### src/rtl/mem_arbiter_pkg.sv
// Shared types and constants for the two-requester RAM port arbiter.
package mem_arbiter_pkg;
  typedef enum logic [1:0] {
    IDLE   = 2'd0,
    ACCESS = 2'd1,
    WAIT   = 2'd2,
    ACK    = 2'd3
  } state_t;

  localparam logic M0 = 1'b0;
  localparam logic M1 = 1'b1;

  localparam int CNT_W = 3;
endpackage

### src/rtl/arb_rr_select.sv
// Combinational winner pick for two requesters; zero latency, no backpressure.
// MEM_ARBITER_FIXED_PRIORITY_EN: m0 wins contention instead of round-robin.
module arb_rr_select
  import mem_arbiter_pkg::*;
(
  input  logic [1:0] req,
  input  logic       last,
  input  logic       locked,
  input  logic       owner,
  output logic       grant_vld,
  output logic       winner
);

`ifdef MEM_ARBITER_FIXED_PRIORITY_EN
  logic unused_last;
  assign unused_last = last;
`endif

  always_comb begin
    grant_vld = |req;
    winner    = M0;
    if (locked && req[owner]) begin
      winner = owner;
    end else if (req == 2'b10) begin
      winner = M1;
    end else if (req == 2'b11) begin
`ifdef MEM_ARBITER_FIXED_PRIORITY_EN
      winner = M0;
`else
      winner = ~last;
`endif
    end
  end

endmodule

### src/rtl/mem_arbiter.sv
// Shares one byte-wide RAM port between m0 and m1 with req/ack handshakes and lock bursts.
// Latency: write ack 2 cycles after the sampling IDLE cycle, read ack read_latency+1.
// Requests are only accepted in IDLE; a req simply waits until the arbiter returns there.
// Arbitration policy switch: MEM_ARBITER_FIXED_PRIORITY_EN (see arb_rr_select).
module mem_arbiter
  import mem_arbiter_pkg::*;
#(
  parameter int addr_width   = 9,
  parameter int read_latency = 2
) (
  input  logic                  clk,
  input  logic                  reset,
  input  logic                  m0_req,
  input  logic                  m0_lock,
  input  logic                  m0_we,
  input  logic [addr_width-1:0] m0_addr,
  input  logic [7:0]            m0_wdata,
  output logic [7:0]            m0_rdata,
  output logic                  m0_ack,
  input  logic                  m1_req,
  input  logic                  m1_lock,
  input  logic                  m1_we,
  input  logic [addr_width-1:0] m1_addr,
  input  logic [7:0]            m1_wdata,
  output logic [7:0]            m1_rdata,
  output logic                  m1_ack,
  output logic [addr_width-1:0] mem_raddr,
  output logic [addr_width-1:0] mem_waddr,
  output logic [7:0]            mem_data_in,
  output logic                  mem_write,
  input  logic [7:0]            mem_data_out,
  output logic                  busy
);

  localparam logic [CNT_W-1:0] CNT_LOAD = CNT_W'(read_latency - 1);

  state_t                  state;
  logic [CNT_W-1:0]        cnt;
  logic                    owner;
  logic                    last;
  logic                    locked;
  logic                    op_we;
  logic                    grant_vld;
  logic                    winner;
  logic                    w_lock;
  logic                    w_we;
  logic [addr_width-1:0]   w_addr;
  logic [7:0]              w_wdata;

  arb_rr_select u_sel (
    .req       ({m1_req, m0_req}),
    .last      (last),
    .locked    (locked),
    .owner     (owner),
    .grant_vld (grant_vld),
    .winner    (winner)
  );

  assign w_lock  = (winner == M1) ? m1_lock  : m0_lock;
  assign w_we    = (winner == M1) ? m1_we    : m0_we;
  assign w_addr  = (winner == M1) ? m1_addr  : m0_addr;
  assign w_wdata = (winner == M1) ? m1_wdata : m0_wdata;

  assign busy = (state != IDLE);

  always_ff @(posedge clk or posedge reset) begin
    if (reset) begin
      state       <= IDLE;
      cnt         <= '0;
      owner       <= M0;
      last        <= M1;
      locked      <= 1'b0;
      op_we       <= 1'b0;
      mem_raddr   <= '0;
      mem_waddr   <= '0;
      mem_data_in <= '0;
      mem_write   <= 1'b0;
      m0_rdata    <= '0;
      m1_rdata    <= '0;
      m0_ack      <= 1'b0;
      m1_ack      <= 1'b0;
    end else begin
      case (state)
        IDLE: begin
          m0_ack    <= 1'b0;
          m1_ack    <= 1'b0;
          mem_write <= 1'b0;
          if (grant_vld) begin
            owner  <= winner;
            last   <= winner;
            locked <= w_lock;
            op_we  <= w_we;
            cnt    <= CNT_LOAD;
            if (w_we) begin
              mem_waddr   <= w_addr;
              mem_data_in <= w_wdata;
              mem_write   <= 1'b1;
            end else begin
              mem_raddr <= w_addr;
            end
            state <= ACCESS;
          end else begin
            // no req at all, so the owner has let go of any burst
            locked <= 1'b0;
          end
        end
        ACCESS, WAIT: begin
          mem_write <= 1'b0;
          if (op_we || cnt == '0) begin
            if (!op_we) begin
              if (owner == M1) m1_rdata <= mem_data_out;
              else             m0_rdata <= mem_data_out;
            end
            m0_ack <= (owner == M0);
            m1_ack <= (owner == M1);
            state  <= ACK;
          end else begin
            cnt   <= cnt - 1'b1;
            state <= WAIT;
          end
        end
        ACK: begin
          m0_ack <= 1'b0;
          m1_ack <= 1'b0;
          state  <= IDLE;
        end
        default: state <= IDLE;
      endcase
    end
  end

endmodule

### config.mk
export PLATFORM = sky130hd
export DESIGN_NAME = mem_arbiter
export DESIGN_NICKNAME = d
export VERILOG_FILES = /design/src/rtl/mem_arbiter_pkg.sv /design/src/rtl/arb_rr_select.sv /design/src/rtl/mem_arbiter.sv
export SDC_FILE = /design/constraint.sdc
export NUM_CORES = 1
export LEC_CHECK = 0
export BUFFER_PORTS_ARGS = -buffer_cell sky130_fd_sc_hd__buf_4
export CORE_MARGIN = 2
export CORE_UTILIZATION = 49
export CTS_CLUSTER_DIAMETER = 200
export DETAILED_ROUTE_END_ITERATION = 10
export PLACE_DENSITY_LB_ADDON = 0.3
export SYNTH_ARGS = -nofsm -noshare
export SYNTH_HDL_FRONTEND = slang
export SYNTH_SLANG_ARGS = --single-unit
### constraint.sdc
create_clock -name clk -period 2.3 [get_ports clk]
set_input_delay 0.115 -clock clk [delete_from_list [all_inputs] [get_ports clk]]
set_output_delay 0.115 -clock clk [all_outputs]
set_load 0.005 [all_outputs]
# Yosys cells after proc, flatten, opt, wreduce, memory -nomap -nowiden
# Index checks and enable logic that the tools add are counted.
# word_totals
out_inout_bits	46
inputBits	50
regBits	54
# op_classes
magnitude_cmp	1
reduce_logical	15
eq_ne	8
bitwise	4
n_addsub	1
mux	23
# ops
cell	n
$mux W1	13
$mux W9	1
$reduce_and A3 Y1	3
$eq A2 B2 Y1 const B	4
$mux W8	1
$reduce_and A4 Y1	2
$mux W3	2
$ne A2 B2 Y1 const B	3
$pmux W1 S2	3
$pmux W2 S3	1
$pmux W3 S2	1
$reduce_or A2 Y1	3
$not A1 Y1	4
$reduce_bool A2 Y1	2
$logic_not A3 Y1	1
$sub A3 B1 Y3 const B	1
$eq A2 B1 Y1 const B	1
$logic_not A2 Y1	1
$lt A1 B2 Y1 const B	1
$mux W2	1
$reduce_and A2 Y1	1
$logic_and A1 B1 Y1	1
$logic_or A1 B1 Y1	1

# Logic depth before layout (Yosys ltp)
# Gate-level depths: netlist (run 1).
# logic_depth
depth_word	8
mapped_depth	8

# Hierarchy
# Synthesis (run 1) repeated with hierarchy kept, for this count alone.
# hier_totals
hier_cells	176
area_unflattened_um2	2466.1
# by_module_without_submodules
module	n_inst	cells_each	area_per_inst_um2
mem_arbiter	1	171	2439.8
arb_rr_select	1	5	26.3

# Worst setup path before layout (run 1)
# OpenSTA, ideal clock, no wires.
# synth_path
kind	register -> register
startpoint	register state[0]
endpoint	register m0_rdata[0]
setup_slack_ns	0.446
required_time_ns	2.175
synth_period_minus_slack_ns	1.854
stages_incl_launch_ff	7
arrival_time_ns	1.730
path_buffers	1
cell_sequence	dfrtp_1 inv_1 ha_1 clkbuf_1 nand2_1 nor3_2 mux2_2
# synth_via
elab_chain_cells	3
word_cells_on_any_way	4
classes_between	eq/ne: 2; reduce/logical: 2
# synth_rtl
element	line_no	text
from (decl)	mem_arbiter.sv:37	state_t state;
from (signal assigned)	mem_arbiter.sv:68	state <= IDLE;
from (signal assigned)	mem_arbiter.sv:101	state <= ACCESS;
from (signal assigned)	mem_arbiter.sv:116	state <= ACK;
$eq A2 B1 Y1 or $eq A2 B2 Y1 (tied branches)	mem_arbiter.sv:83	case (state)
$reduce_or A2 Y1 *	mem_arbiter.sv:83	
$reduce_and A4 Y1 (no line) *	--	
to (signal assigned)	mem_arbiter.sv:112	else m0_rdata <= mem_data_out;
to (decl)	mem_arbiter.sv:18	output logic [7:0] m0_rdata,
# Every way passes the cells marked *; elsewhere a longest branch is shown, timed or not.
# A chain may end at the register's enable or synchronous reset.

# Worst setup path in the final report (run 1)
# layout_path
startpoint	register locked
endpoint	register mem_raddr[2]
# layout_via
elab_chain_cells	5
word_cells_on_any_way	6
classes_between	mux: 3; bitwise: 1; reduce/logical: 2
# layout_rtl
element	line_no	text
from (decl)	mem_arbiter.sv:41	logic locked;
from (signal assigned)	mem_arbiter.sv:91	locked <= w_lock;
$logic_and A1 B1 Y1 *	arb_rr_select.sv:22	if (locked && req[owner]) begin
$mux W1 *	arb_rr_select.sv:22	
$mux W1	mem_arbiter.sv:60	assign w_we = (winner == M1) ? m1_we : m0_we;
$not A1 Y1 (no line)	--	
$reduce_and A3 Y1 (no line)	--	
to (signal assigned)	mem_arbiter.sv:99	mem_raddr <= w_addr;
to (decl)	mem_arbiter.sv:27	output logic [addr_width-1:0] mem_raddr,
# Marks and branches as above.

==> flow_summary.ini, run 1 <==
[synth]
synth-seq-cells = 54
ys.warnings.count = 0
synthTopCellsByArea = dfrtp_1 (51%), mux2_2 (7.0%), nor3_1 (6.6%), a211oi_1 (4.9%), inv_1 (3.9%)
synth_top_family_by_area = compound AO/OA/AOI/OAI gates
synth_area_per_cell_um2 = 10.5
ys_types = 39
synth_edf_count = 0
async_flop_share_pct = 100
synthDominantAreaCellType = dfrtp_1
post-synth-top-count-cell = dfrtp_1
ys.flop_type = dfrtp_1
synthSimpleGateAreaFrac_pct = 15.7
ys_seq_area_share_pct = 52.2
synth_top_area_share_pct = 51.2
syn-num-nets = 300
syn_area_um2 = 2590
synth_mux_area_share_pct = 7.73
syn_inst = 246
synth_xor_area_share_pct = 0
synth_common_cells = dfrtp_1 (53), nor3_1 (34), inv_1 (27)
synthAdderAreaFrac_pct = 1.93
synth_compound_area_share_pct = 16.2

[timing]
tns_ns = 0
skew_ns = 0.00617
hold_viol = 0
tightest_slew_ns = 0.823
whs_ns = 0.0319
post-route-period-util_pct = 87.8
max_slew_margin_pct = 45.2
setup_viol = 0
rsz0062_at_grt = false
max_freq_mhz = 495
finalMaxSlewViolations = 0
layout_min_cycle_time_ns = 2.02

[placed_design]
hpwl_um = 4600
port_buffers = 95
gp_congestion = 0.804

[floorplan]
die_h_um = 76.7
die_width_um = 76.7
start_util_pct = 50.7
io-pin-count = 96
core.rowCount = 26
fp.coreArea_um2 = 5110
die_area_um2 = 5890

[global_routing]
grt_pass1_vias = 2360
grt_usage_pct = 22.5
grt_max_degree = 32
grt_pass1_wl_um = 10800
antenna_found_initial = 0
gr-total-overflow = 0

[hold_path]
hold_path_depth = 2
hold_class = input pin to flip-flop

[drt]
antenna_left = 0
wl_per_cell_um = 15.5
drtIter0Drc = 119
dr.pass1.iters = 4
wl_um = 6410
viasPerCell = 5.54
drc = 0
vias = 2286

[setup_path]
worstSetupStartpointType = flip-flop
arrival_ns = 2.23
cp.required_ns = 2.51
critPathMaxFanout = 25
critPathKind = flip-flop to flip-flop
reg2regPathDepth = 4
end_kind = flip-flop

[power_and_ir_drop]
power_density_nw_per_um2 = 1170
vdd_drop_max_mv = 0.705
p_leak_nw = 1.66

[finish]
nNetsFinal = 396
fill_cells = 395
layout-drive-gt1-share_pct = 38.2
n_antenna_cell = 0
syn2layout_area_growth_pct = 34.5

[clocking]
clock_sinks = 54
cts_hold_buf = 1
cts_buffer_depth = 2
cts_tree = built
htree_num_levels = 2
clockRootBuffer = clkbuf_8
cts_buffers = 5
clkSlewWorstSetupHoldPaths_ns = 0.10
clk_latency_ns = 0.31
post_cts_resized = 0
cts_setup_buffers = 0

[job]
maxCapViolations = 0

[outcome]
status = finished clean
==> layout by cell type, fill, tap and decap left out, types with 2 or more instances in the layout <==
cell type,count
or4_1,9
o211a_1,9
inv_1,26
or3_1,9
a21oi_1,2
nand2b_1,4
nand2_1,12
buf_4,102
a31oi_1,2
o21a_1,2
dfrtp_1,53
nor3_1,34
nor2_1,3
o21ai_0,6
o21ai_1,2
mux2i_1,2
ha_1,4
mux2_2,16
a211oi_1,17
a311oi_1,2
clkbuf_8,5
clkinvlp_4,2
==> flip-flops by register name, indices dropped and copies added, names as in the netlist <==
name	cells
owner	1
cnt	3
mem_write	1
mem_raddr	9
mem_data_in	8
m0_rdata	8
state	2
m1_rdata	8
last	1
m0_ack	1
locked	1
mem_waddr	9
op_we	1
m1_ack	1
==> stage by stage <==
step | power (W) | utilization, % | std cells | worst slack (ns) | area (um^2)
2_1_floorplan | 0.00265 | - | 246 | 0.446 | 2590
3_3_place_gp | 0.00348 | 66.2 | 404 | 0.356 | 3380
3_5_place_dp | 0.00355 | 66.2 | 404 | 0.312 | 3380
4_1_cts | 0.00410 | 68.3 | 413 | 0.293 | 3490
5_1_grt | 0.00438 | 68.3 | 413 | 0.126 | 3490
6_report | 0.00408 | 68.3 | 413 | 0.280 | 3490
==> worst paths after layout <==
kind,start,to,slack (ns)
hold reg to reg,mem_write,mem_write,0.49
hold / removal,mem_data_out[6],m1_rdata[6],0.03
setup reg to reg,locked,mem_raddr[2],0.28
setup / recovery,locked,mem_raddr[2],0.28
min in group asynchronous,reset,mem_waddr[5],0.43
max in group asynchronous,reset,m0_rdata[7],1.22
==> cells by family (layout without fill, tap and decap cells) <==
family	Yosys count	in the layout
AND/OR/NAND/NOR	75	75
AO/OA/AOI/OAI	54	54
flip-flops	54	54
buffers and inverters	41	138
multiplexers	18	18
adder cells (fa/ha/maj)	4	4
==> cell type report <==
type | count | area [um^2] | area share, %
timing repair buffer | 103 | 776 | 22.3
clock buffer | 5 | 68.8 | 1.97
inverter | 27 | 101 | 2.91
clock inverter | 3 | 23.8 | 0.682
multi-input combinational | 151 | 1080 | 30.9
tap | 70 | 87.6 | 2.51
sequential | 54 | 1350 | 38.8
==> worst max-delay path, cell delays in order (launching register included) <==
cell and delay [ns]:
dfrtp_1 0.43, or2_4 0.28, a31o_1 0.49, or4_1 0.57, o211a_1 0.15
==> layer usage <==
| layer | track usage (%) | routed length, um | up-vias |
|---|---|---|---|
| met3 | 5.41 | 485 | 7 |
| met2 | 37.5 | 3050 | 89 |
| met1 | 28.4 | 2790 | 1103 |
| met5 | 0 | 0 | - |
| met4 | 8.55 | 80 | 0 |
| li1 | - | - | 1087 |
==> power breakdown <==
part	internal, W	switching [W]	leakage (nW)
Clock	0.000218	0.000332	0.0408
Combinational	0.00102	0.000831	0.999
Sequential	0.00140	0.000272	0.624
Note: power is estimated with default switching activity, not from simulation.
==> run 2: changes to the inputs <==
- CORE_MARGIN: 2 -> 4
- CORE_UTILIZATION: 49 -> 53
- clock period: 2.3 -> 2.5 ns (I/O delays scaled with it)
==> run 2 against run 1 <==
Compared with the run above:
- count of clock-buffer cells in the layout unchanged
- wire length up 0.72%
- utilization up 5.4 points
- non-clock buffer count down 2
- setup slack better by 0.16 ns
- fmax down 2.0%
- combinational power down 7%
- final cell count down 1.2%
- design area down 0.14%
- via count down 3.1%
- die area up 3.2%
- clock power down 8.2%
==> flow_summary.ini, run 2 (same netlist as run 1, synthesis figures left out) <==
[timing]
setup_viol = 0
finalMaxSlewViolations = 0
tightest_slew_ns = 0.795
max_freq_mhz = 485
hold_viol = 0
whs_ns = 0.0500
max_slew_margin_pct = 46.7
rsz0062_at_grt = false
layout_min_cycle_time_ns = 2.06
tns_ns = 0
post-route-period-util_pct = 82.5
skew_ns = 0.00607

[drt]
dr.pass1.iters = 4
top_layer = met4
drtIter0Drc = 102
wl_um = 6450
drc = 0
wl_met3_um = 560
antenna_left = 0
dr_wl_met2_um = 3060
viasPerCell = 5.43
wl_per_cell_um = 15.8
vias = 2216
wl_met1_um = 2760

[finish]
layout-drive-gt1-share_pct = 37.8
stdcell_count = 408
nNetsFinal = 394
final_cell_area_um2 = 3480
layout_commonest_cell = buf_4
syn2layout_area_growth_pct = 34.3
fin_util_pct = 73.7
n_antenna_cell = 0
final_cell_mix = buf_4 (99), dfrtp_1 (53), nor3_1 (34)
top_regs = mem_raddr: 9 flops, mem_waddr: 9 flops

[global_routing]
grt_max_degree = 55
grt_pass1_vias = 2168
antenna_found_initial = 0
grt_pass1_wl_um = 10600
gr-total-overflow = 0
grt_usage_pct = 21.8

[floorplan]
start_util_pct = 54.9
io-pin-count = 96
die_area_um2 = 6070
die_width_um = 77.9
fp.coreArea_um2 = 4720
core.rowCount = 25
die_h_um = 77.9

[clocking]
cts_buffers = 5
clock_sinks = 54
clockRootBuffer = clkbuf_8
cts_buffer_depth = 2
clk_latency_ns = 0.31
htree_num_levels = 2
post_cts_resized = 0
cts_tree = built
clkSlewWorstSetupHoldPaths_ns = 0.10

[hold_path]
holdPathEnd = m1_rdata[6]
hold_path_depth = 2
hold_class = input pin to flip-flop
hold_path_startpoint = mem_data_out[6]

[job]
maxCapViolations = 0

[setup_path]
critPathKind = flip-flop to flip-flop
cp_top_family = compound AO/OA/AOI/OAI gates
slowest_stage = a31o_1
reg2reg_from = last
critical_path_buf_inv_count = 1
end_kind = flip-flop
cp_cell_sequence = or2_4 -> a31o_1 -> buf_4 -> nor3_1 -> a211oi_1
critPathMaxFanout = 23
cp.required_ns = 2.71
reg2regPathDepth = 5
r2r_end = mem_data_in[6]
max_stage_delay_ns = 0.62
arrival_ns = 2.27
worstSetupStartpointType = flip-flop
reg2reg_slack_ns = 0.44

[placed_design]
port_buffers = 95
hpwl_um = 4530
gp_congestion = 0.838
place_area_um2 = 3380
dp_cells = 399

[power_and_ir_drop]
power_density_nw_per_um2 = 1080
p_leak_nw = 1.66
vdd_drop_max_mv = 0.580

[outcome]
status = finished clean
==> run 2: changes by cell type in the layout (fill, tap and decap cells not counted), sizes merged <==
cell and delta:
clkinv +1, clkinvlp -1, buf -2
==> run 2: report_power, final <==
| group | internal [W] | total [W] | leakage [nW] | switching (W) |
|---|---|---|---|---|
| logic | 0.000943 | 0.00172 | 0.995 | 0.000773 |
| registers | 0.00129 | 0.00154 | 0.624 | 0.000251 |
| clock network | 0.000203 | 0.000505 | 0.0447 | 0.000302 |
==> run 2: metrics by stage <==
stage                     setup slack (ns)  power (W)
after floorplan                      0.646    0.00243
after global placement               0.592    0.00322
after detailed placement             0.528    0.00328
after CTS                            0.468    0.00380
after global routing                 0.280    0.00404
final                                0.439    0.00376
==> run 2: worst max-delay path by stage <==
| stage | start | end | slack, ns | cells after the start |
|---|---|---|---|---|
| final | last | mem_data_in[6] | 0.44 | 5 |
| after global routing | last | mem_data_in[6] | 0.28 | 5 |
| after CTS | last | mem_data_in[6] | 0.47 | 5 |
| after detailed placement | last | mem_data_in[6] | 0.53 | 5 |
| after global placement | locked | mem_raddr[5] | 0.59 | 4 |
| after floorplan | state[0] | m0_rdata[0] | 0.65 | 6 |
==> run 2: worst reg2reg max path: cells and delay by family, from the launching register on <==
family          cells  cell delay (ns)
simple gates        2             0.21
buf+inv             1             0.28
flops               1             0.55
compound gates      2             0.92
==> run 2: metal layers <==
| layer | track usage, % | up-vias |
|---|---|---|
| li1 | - | 1080 |
| met1 | 29.1 | 1036 |
| met2 | 33.6 | 93 |
| met3 | 5.68 | 7 |
| met4 | 9.09 | 0 |
| met5 | 0 | - |
==> run 2: area by class of cell <==
cell class | instances | area [um^2]
Inverter | 27 | 101
Sequential cell | 54 | 1350
Fill cell | 324 | 1240
Timing Repair Buffer | 101 | 773
Multi-Input combinational cell | 151 | 1080
Clock inverter | 3 | 25.0
Tap cell | 67 | 83.8
Clock buffer | 5 | 68.8
==> run 2: timing repair <==
item	in CTS	in global routing
buffers inserted	0	0
hold buffers	1	0
endpoints found under the hold margin	53	0
==> run 3: changes to the inputs <==
- CORE_UTILIZATION: 53 -> 49
- clock period: 2.5 -> 1.9 ns (I/O delays scaled with it)
==> run 3 against run 2 <==
Compared with the run above:
- die area grew 7.3%
- flip-flop and latch count is the same
- critical endpoint is now mem_raddr[6]
- worst hold slack lost 0.031 ns
==> flow_summary.ini, run 3 (same netlist as run 1, synthesis figures left out) <==
[global_routing]
gr-total-overflow = 0
grt_usage_pct = 21.3
grt_pass1_wl_um = 10900
grt_pass1_vias = 2390
grt_max_degree = 29
antenna_found_initial = 0

[hold_path]
hold_path_depth = 2
hold_class = input pin to flip-flop

[drt]
dr.pass1.iters = 4
drtIter0Drc = 103
vias = 2304
viasPerCell = 5.49
antenna_left = 0
wl_per_cell_um = 15.6
drc = 0
wl_um = 6560

[floorplan]
die_width_um = 80.7
fp.coreArea_um2 = 5110
die_h_um = 80.7
start_util_pct = 50.7
die_area_um2 = 6520
core.rowCount = 26
io-pin-count = 96

[clocking]
clkSlewWorstSetupHoldPaths_ns = 0.10
cts_setup_buffers = 0
clk_latency_ns = 0.31
clock_sinks = 54
cts_buffer_depth = 2
htree_num_levels = 2
clockRootBuffer = clkbuf_8
cts_tree = built
post_cts_resized = 0
cts_buffers = 5
cts_hold_buf = 1

[power_and_ir_drop]
power_density_nw_per_um2 = 1440
total_power_w = 0.00520
vdd_drop_max_mv = 0.922
p_leak_nw = 1.73

[timing]
post-route-period-util_pct = 96.0
layout_min_cycle_time_ns = 1.82
setup_ws_ns = 0.0769
skew_ns = 0.00622
finalMaxSlewViolations = 0
max_slew_margin_pct = 57.1
setup_viol = 0
max_freq_mhz = 549
tns_ns = 0
tightest_slew_ns = 0.639
hold_viol = 0
rsz0062_at_grt = false

[setup_path]
reg2regPathDepth = 5
worstSetupStartpointType = flip-flop
arrival_ns = 2.03
end_kind = flip-flop
critPathMaxFanout = 27
cp.required_ns = 2.10
critPathKind = flip-flop to flip-flop

[placed_design]
post-place-ws_ns = 0.120
port_buffers = 95
gp_congestion = 0.839
hpwl_um = 4830

[finish]
top_regs = mem_raddr: 9 flops, mem_waddr: 9 flops
layout-drive-gt1-share_pct = 39.4
syn2layout_area_growth_pct = 39.0
layout_commonest_cell = buf_4
n_antenna_cell = 0
nNetsFinal = 403
final_cell_mix = buf_4 (106), dfrtp_1 (53), nor3_1 (34)

[outcome]
status = finished clean

[job]
maxCapViolations = 0
run 3: cell count changes in the layout (fill, tap and decap cells not counted), sizes merged:
| cell | previous run | this run |
|---|---|---|
| buf | 100 | 109 |
| bufinv | 0 | 1 |
| clkinv | 1 | 0 |
run 3: layout make-up:
| type | count | area (um^2) |
|---|---|---|
| inverter | 27 | 101 |
| sequential | 54 | 1350 |
| timing repair buffer | 110 | 866 |
| tap | 70 | 87.6 |
| fill | 401 | 1510 |
| multi-input combinational | 151 | 1080 |
| clock inverter | 3 | 48.8 |
| clock buffer | 5 | 68.8 |
run 3: worst max-delay path, cell delays in order, from the launching register on:
cell and delay [ns]:
dfrtp_1 0.39, or2_4 0.27, a31o_1 0.25, buf_12 0.17
or4_1 0.49, o211a_1 0.15
run 3: stage by stage:
stage                     util (%)  cells  hold slack (ns)  area, um^2
final                         70.5    420           0.0189        3600
after CTS                     70.5    420          0.00991        3600
after global placement        68.0    411            0.125        3470
after detailed placement      68.0    411            0.127        3470
after global routing          70.5    420          0.00652        3600
after floorplan                  -    246            0.246        2590
run 3: metal layers:
layer	wire, um	part of all wire, %	global-route usage (%)
met5	0	0	0
met2	3260	50	38.8
met1	2670	41	24.4
met4	68	1.0	5.41
met3	555	8.5	6.05
run 3: path summary, 6_finish.rpt:
kind / slack [ns] / start / end
min in group asynchronous: 0.33 / reset / mem_waddr[5]
setup reg to reg: 0.08 / locked / mem_raddr[6]
setup / recovery: 0.08 / locked / mem_raddr[6]
max in group asynchronous: 1.02 / reset / last
hold reg to reg: 0.49 / mem_write / mem_write
hold / removal: 0.02 / mem_data_out[0] / m0_rdata[0]
run 3: report_power, final:
part / switching, W / total [W] / leakage, nW / internal (W)
registers: 0.000313 / 0.00201 / 0.624 / 0.00170
logic: 0.00106 / 0.00240 / 1.05 / 0.00134
clock network: 0.000388 / 0.000790 / 0.0563 / 0.000402
